[config.mk]
export PLATFORM = sky130hd
export DESIGN_NAME = div_share_arb
export DESIGN_NICKNAME = d
export VERILOG_FILES = /design/src/rtl/div_share_arb.sv
export SDC_FILE = /design/constraint.sdc
export NUM_CORES = 1
export LEC_CHECK = 0
export BUFFER_PORTS_ARGS = -buffer_cell sky130_fd_sc_hd__clkbuf_2
export CORE_AREA = 2 2 46 48
export CTS_CLUSTER_SIZE = 28
export DETAILED_ROUTE_END_ITERATION = 16
export DIE_AREA = 0 0 48 50
export GPL_ROUTABILITY_DRIVEN = 0
export GPL_TIMING_DRIVEN = 0
export PLACE_DENSITY = 0.79
export SYNTH_ARGS = -nofsm -noshare
export SYNTH_HDL_FRONTEND = slang
export SYNTH_SLANG_ARGS = --single-unit
[constraint.sdc]
create_clock -name clk -period 2.4 [get_ports clk]
set_clock_uncertainty 0.2 [all_clocks]
set_input_delay 0.12 -clock clk [delete_from_list [all_inputs] [get_ports clk]]
set_output_delay 0.12 -clock clk [all_outputs]
set_load 0.03 [all_outputs]
[src/rtl/div_share_arb.sv]
// -----------------------------------------------------------------------------
// div_share_arb
//
// Shared divide-by-2^SHIFT engine serving four requesters. One operand is
// granted at a time, loaded into a single shift register, shifted right by
// one bit per cycle for SHIFT cycles, and returned on a valid/ready response
// channel tagged with the owning requester index.
//
// Configuration macro:
//   DIV_SHARE_RR_EN  defined   -> round-robin arbitration (rotating pointer)
//                    undefined -> fixed priority, lowest asserted index wins
//
// Parameters:
//   WIDTH      operand/result width in bits
//   SHIFT      divisor exponent, quotient = operand >> SHIFT (1..WIDTH)
//
// Ports:
//   clk        clock, rising edge
//   rst_n      asynchronous active-low reset
//   req_valid  per-requester operand valid
//   req_data   operands, requester i at [i*WIDTH +: WIDTH]
//   req_ready  one-hot accept strobe to the granted requester (IDLE only)
//   rsp_valid  quotient available
//   rsp_ready  consumer accepts quotient
//   rsp_data   quotient
//   rsp_id     index of the requester owning rsp_data
// -----------------------------------------------------------------------------
module div_share_arb #(
    parameter int WIDTH = 4,
    parameter int SHIFT = 2
) (
    input  logic               clk,
    input  logic               rst_n,
    input  logic [3:0]         req_valid,
    input  logic [4*WIDTH-1:0] req_data,
    output logic [3:0]         req_ready,
    output logic               rsp_valid,
    input  logic               rsp_ready,
    output logic [WIDTH-1:0]   rsp_data,
    output logic [1:0]         rsp_id
);

    // State table
    //   ST_IDLE  | waiting for a request; req_ready strobes the winner
    //   ST_SHIFT | shifting the granted operand one bit per cycle
    //   ST_DONE  | quotient presented, held until rsp_ready
    typedef enum logic [1:0] {
        ST_IDLE  = 2'd0,
        ST_SHIFT = 2'd1,
        ST_DONE  = 2'd2
    } state_t;

    // Counter must hold values up to SHIFT, and SHIFT may equal WIDTH.
    localparam int CW = $clog2(WIDTH + 1);
    localparam logic [CW-1:0] CNT_LAST = CW'(SHIFT - 1);

    state_t           state;
    logic [WIDTH-1:0] sreg;
    logic [CW-1:0]    cnt;
    logic [1:0]       grant;
    logic             any_req;
    logic [WIDTH-1:0] sel_data;

    assign any_req = |req_valid;

`ifdef DIV_SHARE_RR_EN
    logic [1:0] ptr;
    logic [1:0] idx;

    // Scan from the farthest offset down so the nearest asserted requester
    // at or after the pointer is the last (and winning) assignment.
    always_comb begin
        grant = ptr;
        idx   = '0;
        for (int k = 3; k >= 0; k--) begin
            idx = ptr + 2'(k);
            if (req_valid[idx]) grant = idx;
        end
    end

    // Pointer moves only when a response completes.
    always_ff @(posedge clk or negedge rst_n) begin
        if (!rst_n) begin
            ptr <= 2'd0;
        end else if (state == ST_DONE && rsp_ready) begin
            ptr <= rsp_id + 2'd1;
        end
    end
`else
    always_comb begin
        grant = 2'd0;
        for (int k = 3; k >= 0; k--) begin
            if (req_valid[k]) grant = 2'(k);
        end
    end
`endif

    always_comb begin
        sel_data = req_data[WIDTH*grant +: WIDTH];
    end

    assign req_ready = (state == ST_IDLE && any_req) ? (4'b0001 << grant) : 4'b0000;
    assign rsp_data  = sreg;

    always_ff @(posedge clk or negedge rst_n) begin
        if (!rst_n) begin
            state     <= ST_IDLE;
            sreg      <= '0;
            cnt       <= '0;
            rsp_valid <= 1'b0;
            rsp_id    <= 2'd0;
        end else begin
            case (state)
                ST_IDLE: begin
                    if (any_req) begin
                        sreg   <= sel_data;
                        rsp_id <= grant;
                        cnt    <= '0;
                        state  <= ST_SHIFT;
                    end
                end
                ST_SHIFT: begin
                    sreg <= sreg >> 1;
                    cnt  <= cnt + 1'b1;
                    if (cnt == CNT_LAST) begin
                        state     <= ST_DONE;
                        rsp_valid <= 1'b1;
                    end
                end
                ST_DONE: begin
                    if (rsp_ready) begin
                        state     <= ST_IDLE;
                        rsp_valid <= 1'b0;
                    end
                end
                default: begin
                    state     <= ST_IDLE;
                    rsp_valid <= 1'b0;
                end
            endcase
        end
    end

endmodule
# --- After elaboration in Yosys (flattened, before gate mapping) ---
# Cells that the tools add are included.
word_totals:
  ff_bits: 12
  latchBits: 0
  ramBits: 0
  mem_bits_ro: 0
  in_bits: 23
  memories: 0
op_classes:
  add_sub_neg: 1
  n_mul: 0
  n_div: 0
  n_lt_le_gt_ge: 0
  eq_ne: 6
  shift: 2
  muxes: 16
  bitwise: 1
  n_reduce_logical: 8
ops:
  columns: ["op", "count"]
  rows:
  - ["16-bit by 5-bit indexed part select with 4-bit output", 1]
  - ["2-bit 2-to-1 mux", 7]
  - ["4-bit 2-to-1 mux", 2]
  - ["4-bit one-hot mux with 2 select lines", 1]
  - ["2-bit != test, second input constant", 3]
  - ["2-bit one-hot mux with 3 select lines", 1]
  - ["3-bit one-hot mux with 2 select lines", 1]
  - ["3-bit AND reduction", 2]
  - ["2-bit AND reduction", 2]
  - ["4-bit OR reduction", 1]
  - ["1-bit by 2-bit left shift with 4-bit output, first input constant", 1]
  - ["3-bit by 1-bit adder with 3-bit output, second input constant", 1]
  - ["3-bit by 1-bit == test with 1-bit output, second input constant", 1]
  - ["3-bit 2-to-1 mux", 1]
  - ["1-bit one-hot mux with 3 select lines", 1]
  - ["2-bit by 1-bit == test with 1-bit output, second input constant", 1]
  - ["2-bit == test, second input constant", 1]
  - ["2-bit zero test", 1]
  - ["1-bit 2-to-1 mux", 2]
  - ["2-bit nonzero test", 1]
  - ["1-bit logical AND", 1]
  - ["1-bit NOT", 1]

# --- Depth between registers and ports, before layout ---
# Gate-level depths: netlist of run 1.
logic_depth:
  depth_word: 7
  mapped_depth: 5
  ltp_nobuf: 5

# --- Worst setup path after synthesis of run 1 ---
# No wires, ideal clock.
synth_timing:
  path_kind: "reg2reg"
  start: "register state[0]"
  end: "register sreg[0], in the netlist rsp_data[0]"
  setup_time_ns: 0.126
  arrival_ns: 1.243
  required_ns: 2.074
  path_slack_ns: 0.831
  path_stages_with_launch: 5
  n_path_buf: 0
  period_less_slack_ns: 1.569
  path_cell_list: "dfrtp_1 -> nor2_2 -> o21a_4 -> nor2_2 -> a221o_1"
synth_between:
  elab_chain_cells: 3
synth_lines:
  columns: ["element", "line_no", "text"]
  rows:
  - ["start, declared", "57", "state_t state;"]
  - ["start signal, assigned", "107", "state <= ST_IDLE;"]
  - ["start signal, assigned", "119", "state <= ST_SHIFT;"]
  - ["start signal, assigned", "126", "state <= ST_DONE;"]
  - ["2-bit by 1-bit == test with 1-bit output / 2-bit zero test (equally long branches)", "113", "case (state)"]
  - ["2-bit nonzero test (no line) / 2-bit != test (equally long branches)", null, null]
  - ["2-bit AND reduction (no line)", null, null]
  - ["end signal, assigned", "116", "sreg <= sel_data;"]
  - ["end signal, assigned", "123", "sreg <= sreg >> 1;"]
  - ["end, declared", "58", "logic [WIDTH-1:0] sreg;"]
# Parallel ways exist; a longest one is shown, timed or not.
# A chain may end at the register's enable or synchronous reset.

# --- Worst setup path after layout of run 1 ---
layout_timing:
  start: "input port req_valid[1]"
  end: "register sreg[3], in the netlist rsp_data[3]"
layout_between:
  elab_chain_cells: 5
layout_lines:
  columns: ["element", "line_no", "text"]
  rows:
  - ["start, declared", "34", "input logic [3:0] req_valid,"]
  - ["2-bit 2-to-1 mux (2 in a row)", "93", "if (req_valid[k]) grant = 2'(k);"]
  - ["16-bit by 5-bit indexed part select with 4-bit output", "99", "sel_data = req_data[WIDTH*grant +: WIDTH];"]
  - ["4-bit 2-to-1 mux", "115", "if (any_req) begin"]
  - ["4-bit one-hot mux with 2 select lines", "113", null]
# Parallel ways exist; a longest one is shown, timed or not. The select of a mux whose other input is x is not followed.

==> results of run 1 <==
-- flip-flops by register name, indices dropped and copies added, names as in the netlist --
name / flops
cnt: 3
rsp_valid: 1
rsp_data: 4
state: 2
rsp_id: 2
-- cell families after synthesis --
kind of cell / after synthesis / share of synthesized area
buffers and inverters: 3 / 0.0275
and+or+nand+nor: 38 / 0.274
AOI/OAI and AO/OA: 27 / 0.251
DFF: 12 / 0.413
adders and majority gates: 2 / 0.0344
-- cell usage after synthesis --
master                     number  area [µm²]
sky130_fd_sc_hd__a21oi_1        5        25.0
sky130_fd_sc_hd__buf_2          1        5.00
sky130_fd_sc_hd__a221o_1        3        30.0
sky130_fd_sc_hd__dfrtp_1       12         300
sky130_fd_sc_hd__and2_1         4        25.0
sky130_fd_sc_hd__ha_1           2        25.0
sky130_fd_sc_hd__buf_6          1        11.3
sky130_fd_sc_hd__o31ai_1        1        7.51
sky130_fd_sc_hd__nor3_1         3        15.0
sky130_fd_sc_hd__o22ai_1        1        6.26
sky130_fd_sc_hd__nand3_1        4        20.0
sky130_fd_sc_hd__or2_1          2        12.5
sky130_fd_sc_hd__nor2b_1        4        25.0
sky130_fd_sc_hd__nand2_1        6        22.5
sky130_fd_sc_hd__o21ai_2        1        8.76
sky130_fd_sc_hd__a22oi_1        3        22.5
sky130_fd_sc_hd__nor2_1         6        22.5
sky130_fd_sc_hd__o211ai_1       3        22.5
sky130_fd_sc_hd__o21ai_0        9        45.0
sky130_fd_sc_hd__and3_1         2        12.5
sky130_fd_sc_hd__nand2b_1       5        31.3
sky130_fd_sc_hd__o21a_4         1        15.0
sky130_fd_sc_hd__nor2_2         2        12.5
sky130_fd_sc_hd__inv_1          1        3.75
-- per-layer routing --
layer	global-route usage	vias up
li1	-	384
met1	0.236	352
met2	0.251	24
met3	0.0586	0
met4	0.0270	0
met5	0	-
-- area by class of cell --
cell class | instances | share of cell area
multi-input combinational | 67 | 0.404
sequential | 12 | 0.298
timing repair buffer | 37 | 0.209
clock buffer | 4 | 0.0360
tap | 27 | 0.0335
buffer | 2 | 0.0161
inverter | 1 | 0.00373
-- power breakdown --
part	total (mW)	switching, mW	internal, mW
clock	0.160	0.0677	0.0922
combinational	0.599	0.373	0.226
sequential	0.387	0.0852	0.302
-- how the worst min path moves through the flow --
stage / from / endpoint / slack (ps) / cells after the start
floorplan: rst_n / cnt[0]$_DFFE_PN0P_ / -380 / 0
global placement: rst_n / rsp_data[0]$_DFFE_PN0P_ / -180 / 1
detailed placement: rst_n / rsp_data[0]$_DFFE_PN0P_ / -180 / 1
CTS: req_data[4] / rsp_data[0]$_DFFE_PN0P_ / 20 / 4
global route: req_data[4] / rsp_data[0]$_DFFE_PN0P_ / 20 / 4
finish: req_data[5] / rsp_data[1]$_DFFE_PN0P_ / 20 / 4
-- worst min-delay path, delay by kind of cell --
family	cells	cell delay, ps
simple gates	1	40
buf+inv	1	70
compound gates	2	230
-- per-stage QoR --
step                cell area [µm²]  instances  utilization
floorplan                       727         82            -
global placement                921        141        0.484
detailed placement              921        141        0.484
CTS                            1010        150        0.530
global route                   1010        150        0.530
finish                         1010        150        0.530
-- what timing repair did --
action	in CTS	in global routing
setup endpoints to repair	0	0
hold buffers	5	0
hold endpoints to repair	16	0
==> results.ini, run 1 <==
[outcome]
run_status = finished, final reports clean

[clocking]
htree_depth = 1
cts.root.buffer_cell = sky130_fd_sc_hd__clkbuf_4
postCtsResizedCells = 0
path_clk_slew_ps = 80
numCtsBuffers = 3
cts_buffer_depth = 2
worst_skew_pair.late_latency_ps = 270
cts_tree = built
post_cts.repair.setup_buffers = 0
number_of_sinks_on_the_clock_net = 12

[worst_setup_path]
r2r_start = state[0]$_DFFE_PN0P_
regToRegSetupSlack_ps = 650
crit_chain = dlygate4sd3_1 -> clkbuf_2 -> nor3_1 -> nor2_1 -> o22ai_1 -> dlygate4sd3_1 -> o31ai_1
crit_family = buffers and inverters
worstPathArrival_ps = 2010
r2r_end = rsp_data[2]$_DFFE_PN0P_
setup.worst_path.end_class = flop
setup.worst_path.start = req_valid[1]
path_class = input port to flop
crit_top_cell = sky130_fd_sc_hd__dlygate4sd3_1
worst_setup_path_endpoint = rsp_data[3]$_DFFE_PN0P_
worstRegToRegCells = 4
cp_bufs_invs = 3
cp_num_cells = 7
slowest_delay_ps = 580
cp.required_ps = 2360
worst_setup_path_start_kind = input port
critPathSlowestCell = sky130_fd_sc_hd__dlygate4sd3_1
critPathMaxFanout = 6

[floorplan]
floorplan.rows = 16
chipHeight_um = 50
design.core.area_um2 = 1900
die_width_um = 48
initial_standard_cell_utilization_of_the_core = 0.382
dieArea_um2 = 2400
io_pins = 34

[placement]
place_ws_ps = 684
dp.final_hpwl_um = 1340
portBuffers = 32

[routing]
avgViaCountPerCell = 5.07
route.antenna.remaining_nets = 0
routed-wl-met3_um = 72
drcViolationCount = 0
detail_route.first_pass.iterations = 4
num_vias = 760
dr_wl_met2_um = 863
drt-total-wl_um = 1790
routedLengthMet1_um = 857
drt_iter0_drc = 23
wire_per_inst_um = 12.0
highest_metal_layer_with_signal_wires = met3

[layout]
num-nets-final = 149
antenna_cells = 0
fillerInstances = 173
syn2layout_area_growth_pct = 38.6
mostFrequentLayoutCell = sky130_fd_sc_hd__clkbuf_2
seq_area_um2 = 300
ratio_of_cells_with_drive_above_1_in_the_final_layout = 0.341
layout_common_cells = sky130_fd_sc_hd__clkbuf_2 (32), sky130_fd_sc_hd__dfrtp_1 (12), sky130_fd_sc_hd__o21ai_0 (9)
multi_input_comb_area_um2 = 407

[timing]
finalHoldWorstSlack_ps = 17.7
maxSlewHeadroom = 0.729
finalSetupTns_ps = 0
rsz0062_at_grt = no
final.setup.worst_slack_ps = 343
max_clock_freq_ghz = 0.486
timing_worst_slew_pin_value_ps = 404
hold_violations = 0
setup_viol = 0
period_share = 0.857
report.final.slew_viol_count = 0
finalCriticalPeriod_ps = 2060

[worst_hold_path]
worstHoldPathType = input port to flop

[synthesis]
yosys_warnings = 0
synth_seq_area_share = 0.413
ys_ff_latch = 12
mappedNetlistArea_um2 = 727
postSynthCellCount = 82
syn-mean-instance-area_um2 = 8.87
synthDistinctLibCells = 24
synthesis.nets = 107

[grt]
first_global_vias = 706
antenna_found_initial = 0
grt_first_pass_wirelength_um = 2960
grt_util_all_layers = 0.169
pin_count_of_the_biggest_net_entering_global_routing = 13
grt_overflow = 0

[flow_run]
cap_violations = 0

[power_and_ir_drop]
finalPower_mw = 1.15
leakage_nw = 0.481
ir_drop_worst_case_vdd_uv = 622
p_per_area_nw_per_um2 = 1140

No activity file was read; power rests on OpenSTA's default activity.
==> run 2: changes to the inputs <==
--- a/config.mk
+++ b/config.mk
@@ -12,7 +12,7 @@
 export DIE_AREA = 0 0 48 50
 export GPL_ROUTABILITY_DRIVEN = 0
 export GPL_TIMING_DRIVEN = 0
-export PLACE_DENSITY = 0.79
+export PLACE_DENSITY = 0.71
 export SYNTH_ARGS = -nofsm -noshare
 export SYNTH_HDL_FRONTEND = slang
 export SYNTH_SLANG_ARGS = --single-unit
==> results.ini, run 2 (synthesis results as in run 1) <==
[clocking]
numCtsBuffers = 3  ; unchanged
cts.root.buffer_cell = sky130_fd_sc_hd__clkbuf_4
worst_skew_pair.late_latency_ps = 280  ; about the same
number_of_sinks_on_the_clock_net = 12  ; unchanged
post_cts.repair.setup_buffers = 0  ; unchanged
postCtsResizedCells = 0  ; unchanged
cts_hold_buffers = 6  ; +1
cts_tree = built
cts_buffer_depth = 2  ; unchanged
htree_depth = 1  ; unchanged
path_clk_slew_ps = 80  ; about the same

[timing]
rsz0062_at_grt = no
timing_worst_slew_pin_value_ps = 433  ; +28.9 ps
hold_violations = 0  ; unchanged
finalCriticalPeriod_ps = 1830  ; -226 ps
maxSlewHeadroom = 0.709  ; -0.0194
finalSetupTns_ps = 0  ; unchanged
setup_viol = 0  ; unchanged
final.setup.worst_slack_ps = 569  ; +226 ps
report.final.slew_viol_count = 0  ; unchanged
period_share = 0.763  ; -0.0942
finalHoldWorstSlack_ps = 11.7  ; -5.97 ps
max_clock_freq_ghz = 0.546  ; +12%

[routing]
num_vias = 787  ; +3.6%
drcViolationCount = 0  ; unchanged
route.antenna.remaining_nets = 0  ; unchanged
drt-total-wl_um = 1920  ; +6.8%
detail_route.first_pass.iterations = 4  ; unchanged
wire_per_inst_um = 12.7  ; +6.1%
drt_iter0_drc = 12  ; -48%
avgViaCountPerCell = 5.21  ; +2.9%

[layout]
ratio_of_cells_with_drive_above_1_in_the_final_layout = 0.339  ; -0.00275
finalCoreUtilization = 0.535  ; +0.00526
design_area_um2 = 1020  ; +0.99%
mostFrequentLayoutCell = sky130_fd_sc_hd__clkbuf_2
layout_common_cells = sky130_fd_sc_hd__clkbuf_2 (32), sky130_fd_sc_hd__dfrtp_1 (12), sky130_fd_sc_hd__o21ai_0 (9)
num-nets-final = 150  ; +0.67%
largest_reg_flops = 4  ; unchanged
antenna_cells = 0  ; unchanged
syn2layout_area_growth_pct = 39.9
post_route_insts_no_fill = 151  ; +0.67%

[grt]
pin_count_of_the_biggest_net_entering_global_routing = 13  ; unchanged
first_global_vias = 759  ; +7.5%
antenna_found_initial = 0  ; unchanged
grt_util_all_layers = 0.188  ; +0.0198
grt_overflow = 0  ; unchanged
grt_first_pass_wirelength_um = 3180  ; +7.4%

[power_and_ir_drop]
leakage_nw = 0.484  ; +0.72%
p_per_area_nw_per_um2 = 1140  ; -0.14%
ir_drop_worst_case_vdd_uv = 423  ; -32%
finalPower_mw = 1.16  ; +0.85%

[placement]
dpl.cell_count = 141  ; unchanged
place_ws_ps = 696  ; +11.5 ps
portBuffers = 32  ; unchanged
dp.final_hpwl_um = 1400  ; +4.6%
place_area_um2 = 921  ; unchanged

[worst_setup_path]
setup.worst_path.end_class = output port
worstRegToRegCells = 4  ; unchanged
critPathSlowestCell = sky130_fd_sc_hd__dfrtp_1
slowest_delay_ps = 460  ; -120 ps
worstPathArrival_ps = 1510  ; -500 ps
crit_chain = nor2_2 -> and2_1 -> clkbuf_2
worst_setup_path_start_kind = flop
path_class = flop to output port
cp.required_ps = 2080  ; -280 ps
critPathMaxFanout = 9  ; +3

[floorplan]
die_width_um = 48  ; unchanged
initial_standard_cell_utilization_of_the_core = 0.382  ; unchanged
io_pins = 34  ; unchanged
chipHeight_um = 50  ; unchanged
dieArea_um2 = 2400  ; unchanged
design.core.area_um2 = 1900  ; unchanged
floorplan.rows = 16  ; unchanged

[flow_run]
cap_violations = 0  ; unchanged

[worst_hold_path]
worst_hold_path.num_cells = 4  ; unchanged
worstHoldPathType = input port to flop

[outcome]
run_status = finished, final reports clean

run 2: changes by cell type in the layout (fill, tap and decap cells not counted), sizes merged:
cell,change
dlygate4sd3,+1
run 2: area by class of cell:
cell class / count / area (µm²)
Multi-Input combinational cell: 67 / 407
Timing Repair Buffer: 38 / 220
Clock buffer: 4 / 36.3
Inverter: 1 / 3.75
Tap cell: 27 / 33.8
Fill cell: 177 / 885
Buffer: 2 / 16.3
Sequential cell: 12 / 300
run 2: where the power goes:
| part | internal [mW] | switching [mW] |
|---|---|---|
| combinational | 0.226 | 0.371 |
| clock | 0.0924 | 0.0759 |
| sequential | 0.302 | 0.0888 |
| total | 0.620 | 0.535 |
run 2: critical path: cells and delay by family (launching register included):
kind | cells | cell delay, ps
flip-flops | 1 | 460
buffers and inverters | 1 | 210
AND/OR/NAND/NOR | 2 | 560
run 2: path summary, 6_finish.rpt:
path                                      start                      end  slack, ps
max                        state[0]$_DFFE_PN0P_             req_ready[0]        570
min                                 req_data[6]  rsp_data[2]$_DFFE_PN0P_         10
max reg2reg                state[0]$_DFFE_PN0P_  rsp_data[2]$_DFFE_PN0P_        670
min reg2reg                  cnt[2]$_DFFE_PN0P_       cnt[2]$_DFFE_PN0P_        300
max in group asynchronous                 rst_n    rsp_id[1]$_DFFE_PN0P_       1730
min in group asynchronous                 rst_n  rsp_data[0]$_DFFE_PN0P_         40
run 2: per-layer routing:
metal | vias up | GRT usage | routed length (µm)
met5 | - | 0 | 0
met4 | 0 | 0.126 | 99
met3 | 11 | 0.0366 | 69
met2 | 27 | 0.300 | 986
met1 | 370 | 0.214 | 761
li1 | 379 | - | -
==> run 3: changes to the inputs <==
--- a/config.mk
+++ b/config.mk
@@ -12,7 +12,7 @@
 export DIE_AREA = 0 0 48 50
 export GPL_ROUTABILITY_DRIVEN = 0
 export GPL_TIMING_DRIVEN = 0
-export PLACE_DENSITY = 0.71
+export PLACE_DENSITY = 0.74
 export SYNTH_ARGS = -nofsm -noshare
 export SYNTH_HDL_FRONTEND = slang
 export SYNTH_SLANG_ARGS = --single-unit
==> constraint.sdc (replaced) <==
create_clock -name clk -period 1.5 [get_ports clk]
set_clock_uncertainty 0.2 [all_clocks]
set_input_delay 0.075 -clock clk [delete_from_list [all_inputs] [get_ports clk]]
set_output_delay 0.075 -clock clk [all_outputs]
set_load 0.03 [all_outputs]
==> results.ini, run 3 (synthesis results as in run 1) <==
[timing]
finalHoldWorstSlack_ps = 7.15  ; -4.55 ps
report.final.slew_viol_count = 0  ; unchanged
period_share = 1.03
rsz0062_at_grt = yes
hold_violations = 0  ; unchanged
setup_viol = 3  ; +3
final.setup.worst_slack_ps = -42.5  ; -611 ps
finalCriticalPeriod_ps = 1540
max_clock_freq_ghz = 0.648
maxSlewHeadroom = 0.718  ; +0.00872
timing_worst_slew_pin_value_ps = 420  ; -13.0 ps

[layout]
finalCoreUtilization = 0.588  ; +0.0526
antenna_cells = 0  ; unchanged
layout_common_cells = sky130_fd_sc_hd__clkbuf_2 (28), sky130_fd_sc_hd__dfrtp_1 (10), sky130_fd_sc_hd__o21ai_0 (9)
largest_reg_flops = 4  ; unchanged
syn2layout_area_growth_pct = 53.7
mostFrequentLayoutCell = sky130_fd_sc_hd__clkbuf_2
num-nets-final = 155  ; +3.3%
ratio_of_cells_with_drive_above_1_in_the_final_layout = 0.403  ; +0.0644
design_area_um2 = 1120  ; +9.8%
seq_area_um2 = 303  ; +0.83%
fillerInstances = 165  ; -6.8%
multi_input_comb_area_um2 = 432  ; +6.2%

[worst_setup_path]
cp_bufs_invs = 1  ; unchanged
crit_family = flip-flops
critPathSlowestCell = sky130_fd_sc_hd__dfrtp_2
cp.required_ps = 1220  ; -860 ps
worstPathArrival_ps = 1270  ; -240 ps
r2r_start = state[0]$_DFFE_PN0P_
crit_chain = nor2_4 -> and3_4 -> buf_8
setup.worst_path.start = state[0]$_DFFE_PN0P_
path_class = flop to output port
r2r_end = rsp_data[2]$_DFFE_PN0P_
critPathMaxFanout = 7  ; -2
regToRegSetupSlack_ps = 10  ; -660 ps
worstRegToRegCells = 4  ; unchanged
worst_setup_path_start_kind = flop
setup.worst_path.end_class = output port
slowest_delay_ps = 450  ; about the same

[grt]
grt_util_all_layers = 0.180  ; -0.00847
first_global_vias = 807  ; +6.3%
antenna_found_initial = 0  ; unchanged
grt_overflow = 0  ; unchanged
pin_count_of_the_biggest_net_entering_global_routing = 13  ; unchanged
grt_first_pass_wirelength_um = 3220  ; +1.3%

[routing]
detail_route.first_pass.iterations = 4  ; unchanged
route.antenna.remaining_nets = 0  ; unchanged
drt_iter0_drc = 9  ; -3
avgViaCountPerCell = 5.10  ; -2.2%
num_vias = 795  ; +1.0%
drcViolationCount = 0  ; unchanged
wire_per_inst_um = 12.3  ; -2.8%
drt-total-wl_um = 1930  ; +0.47%

[floorplan]
io_pins = 34  ; unchanged
die_width_um = 48  ; unchanged
initial_standard_cell_utilization_of_the_core = 0.382  ; unchanged
dieArea_um2 = 2400  ; unchanged
floorplan.rows = 16  ; unchanged
chipHeight_um = 50  ; unchanged
design.core.area_um2 = 1900  ; unchanged

[worst_hold_path]
worstHoldPathType = input port to flop
timing.hold.worst.start = req_data[2]
worst_hold_path.num_cells = 4  ; unchanged
min_delay_worst_endpoint = rsp_data[2]$_DFFE_PN0P_

[power_and_ir_drop]
p_per_area_nw_per_um2 = 1780  ; +57%
ir_drop_worst_case_vdd_uv = 1090  ; +160%
leakage_nw = 0.516  ; +6.6%
finalPower_mw = 1.99  ; +72%

[placement]
place_ws_ps = -116  ; -812 ps
portBuffers = 32  ; unchanged
place_area_um2 = 926  ; +0.54%
dp.final_hpwl_um = 1320  ; -5.6%

[clocking]
cts.root.buffer_cell = sky130_fd_sc_hd__clkbuf_4
worst_skew_pair.late_latency_ps = 270  ; about the same
cts_buffer_depth = 2  ; unchanged
number_of_sinks_on_the_clock_net = 12  ; unchanged
htree_depth = 1  ; unchanged
cts_tree = built
numCtsBuffers = 3  ; unchanged
path_clk_slew_ps = 70  ; about the same

[outcome]
run_status = finished with violations
violations = negative setup slack

[flow_run]
cap_violations = 0  ; unchanged

==> run 3: cell types whose count changed in the layout (fill, tap and decap cells not counted), sizes merged <==
cell | previous run | this run
clkbuf | 36 | 32
buf | 2 | 9
dlygate4sd3 | 6 | 8
==> run 3: power breakdown <==
| group | internal, mW | switching, mW | leakage (nW) |
|---|---|---|---|
| Combinational | 0.473 | 0.635 | 0.350 |
| Sequential | 0.488 | 0.139 | 0.145 |
| Clock | 0.148 | 0.107 | 0.0210 |
| Total | 1.11 | 0.881 | 0.516 |
==> run 3: how the worst max path moves through the flow <==
| stage | endpoint | slack, ps | cells past startpoint |
|---|---|---|---|
| after floorplan | rsp_data[0]$_DFFE_PN0P_ | 6 | 4 |
| after global placement | rsp_data[2]$_DFFE_PN0P_ | -110 | 3 |
| after detailed placement | rsp_data[0]$_DFFE_PN0P_ | -120 | 3 |
| after CTS | req_ready[3] | -50 | 3 |
| after global routing | req_ready[3] | -100 | 3 |
| final | req_ready[3] | -40 | 3 |
==> run 3: through the flow <==
stage	cells	setup TNS (ps)
2_1_floorplan	82	0
3_3_place_gp	141	-335
3_5_place_dp	141	-341
4_1_cts	155	-141
5_1_grt	156	-403
6_report	156	-88.6
==> run 3: final cells by class <==
class	instances	area share
Sequential cell	12	0.271
Inverter	1	0.00336
Tap cell	27	0.0302
Timing Repair Buffer	43	0.262
Multi-Input combinational cell	67	0.386
Buffer	2	0.0146
Clock buffer	4	0.0325
==> run 3: worst reg2reg max path, stage by stage (launching register included) <==
cell,delay [ps]
sky130_fd_sc_hd__dfrtp_2,450
sky130_fd_sc_hd__nor2_4,210
sky130_fd_sc_hd__o21a_4,170
sky130_fd_sc_hd__nor2_2,40
sky130_fd_sc_hd__a221o_1,310
==> run 3: routing by layer <==
metal	up-vias	wire length [µm]	track usage
met2	27	992	0.296
met4	0	0	0.0270
met1	373	813	0.223
met5	-	0	0
li1	395	-	-
met3	0	119	0.0659
==> run 3: repair_timing <==
item / CTS / global route
pin swaps: 4 / 5
endpoints found under the hold margin: 19 / 0
buffers inserted: 2 / 1
hold buffers: 8 / 0
gates cloned: 0 / 0
gates resized for setup: 9 / 8
setup endpoints to repair: 6 / 9
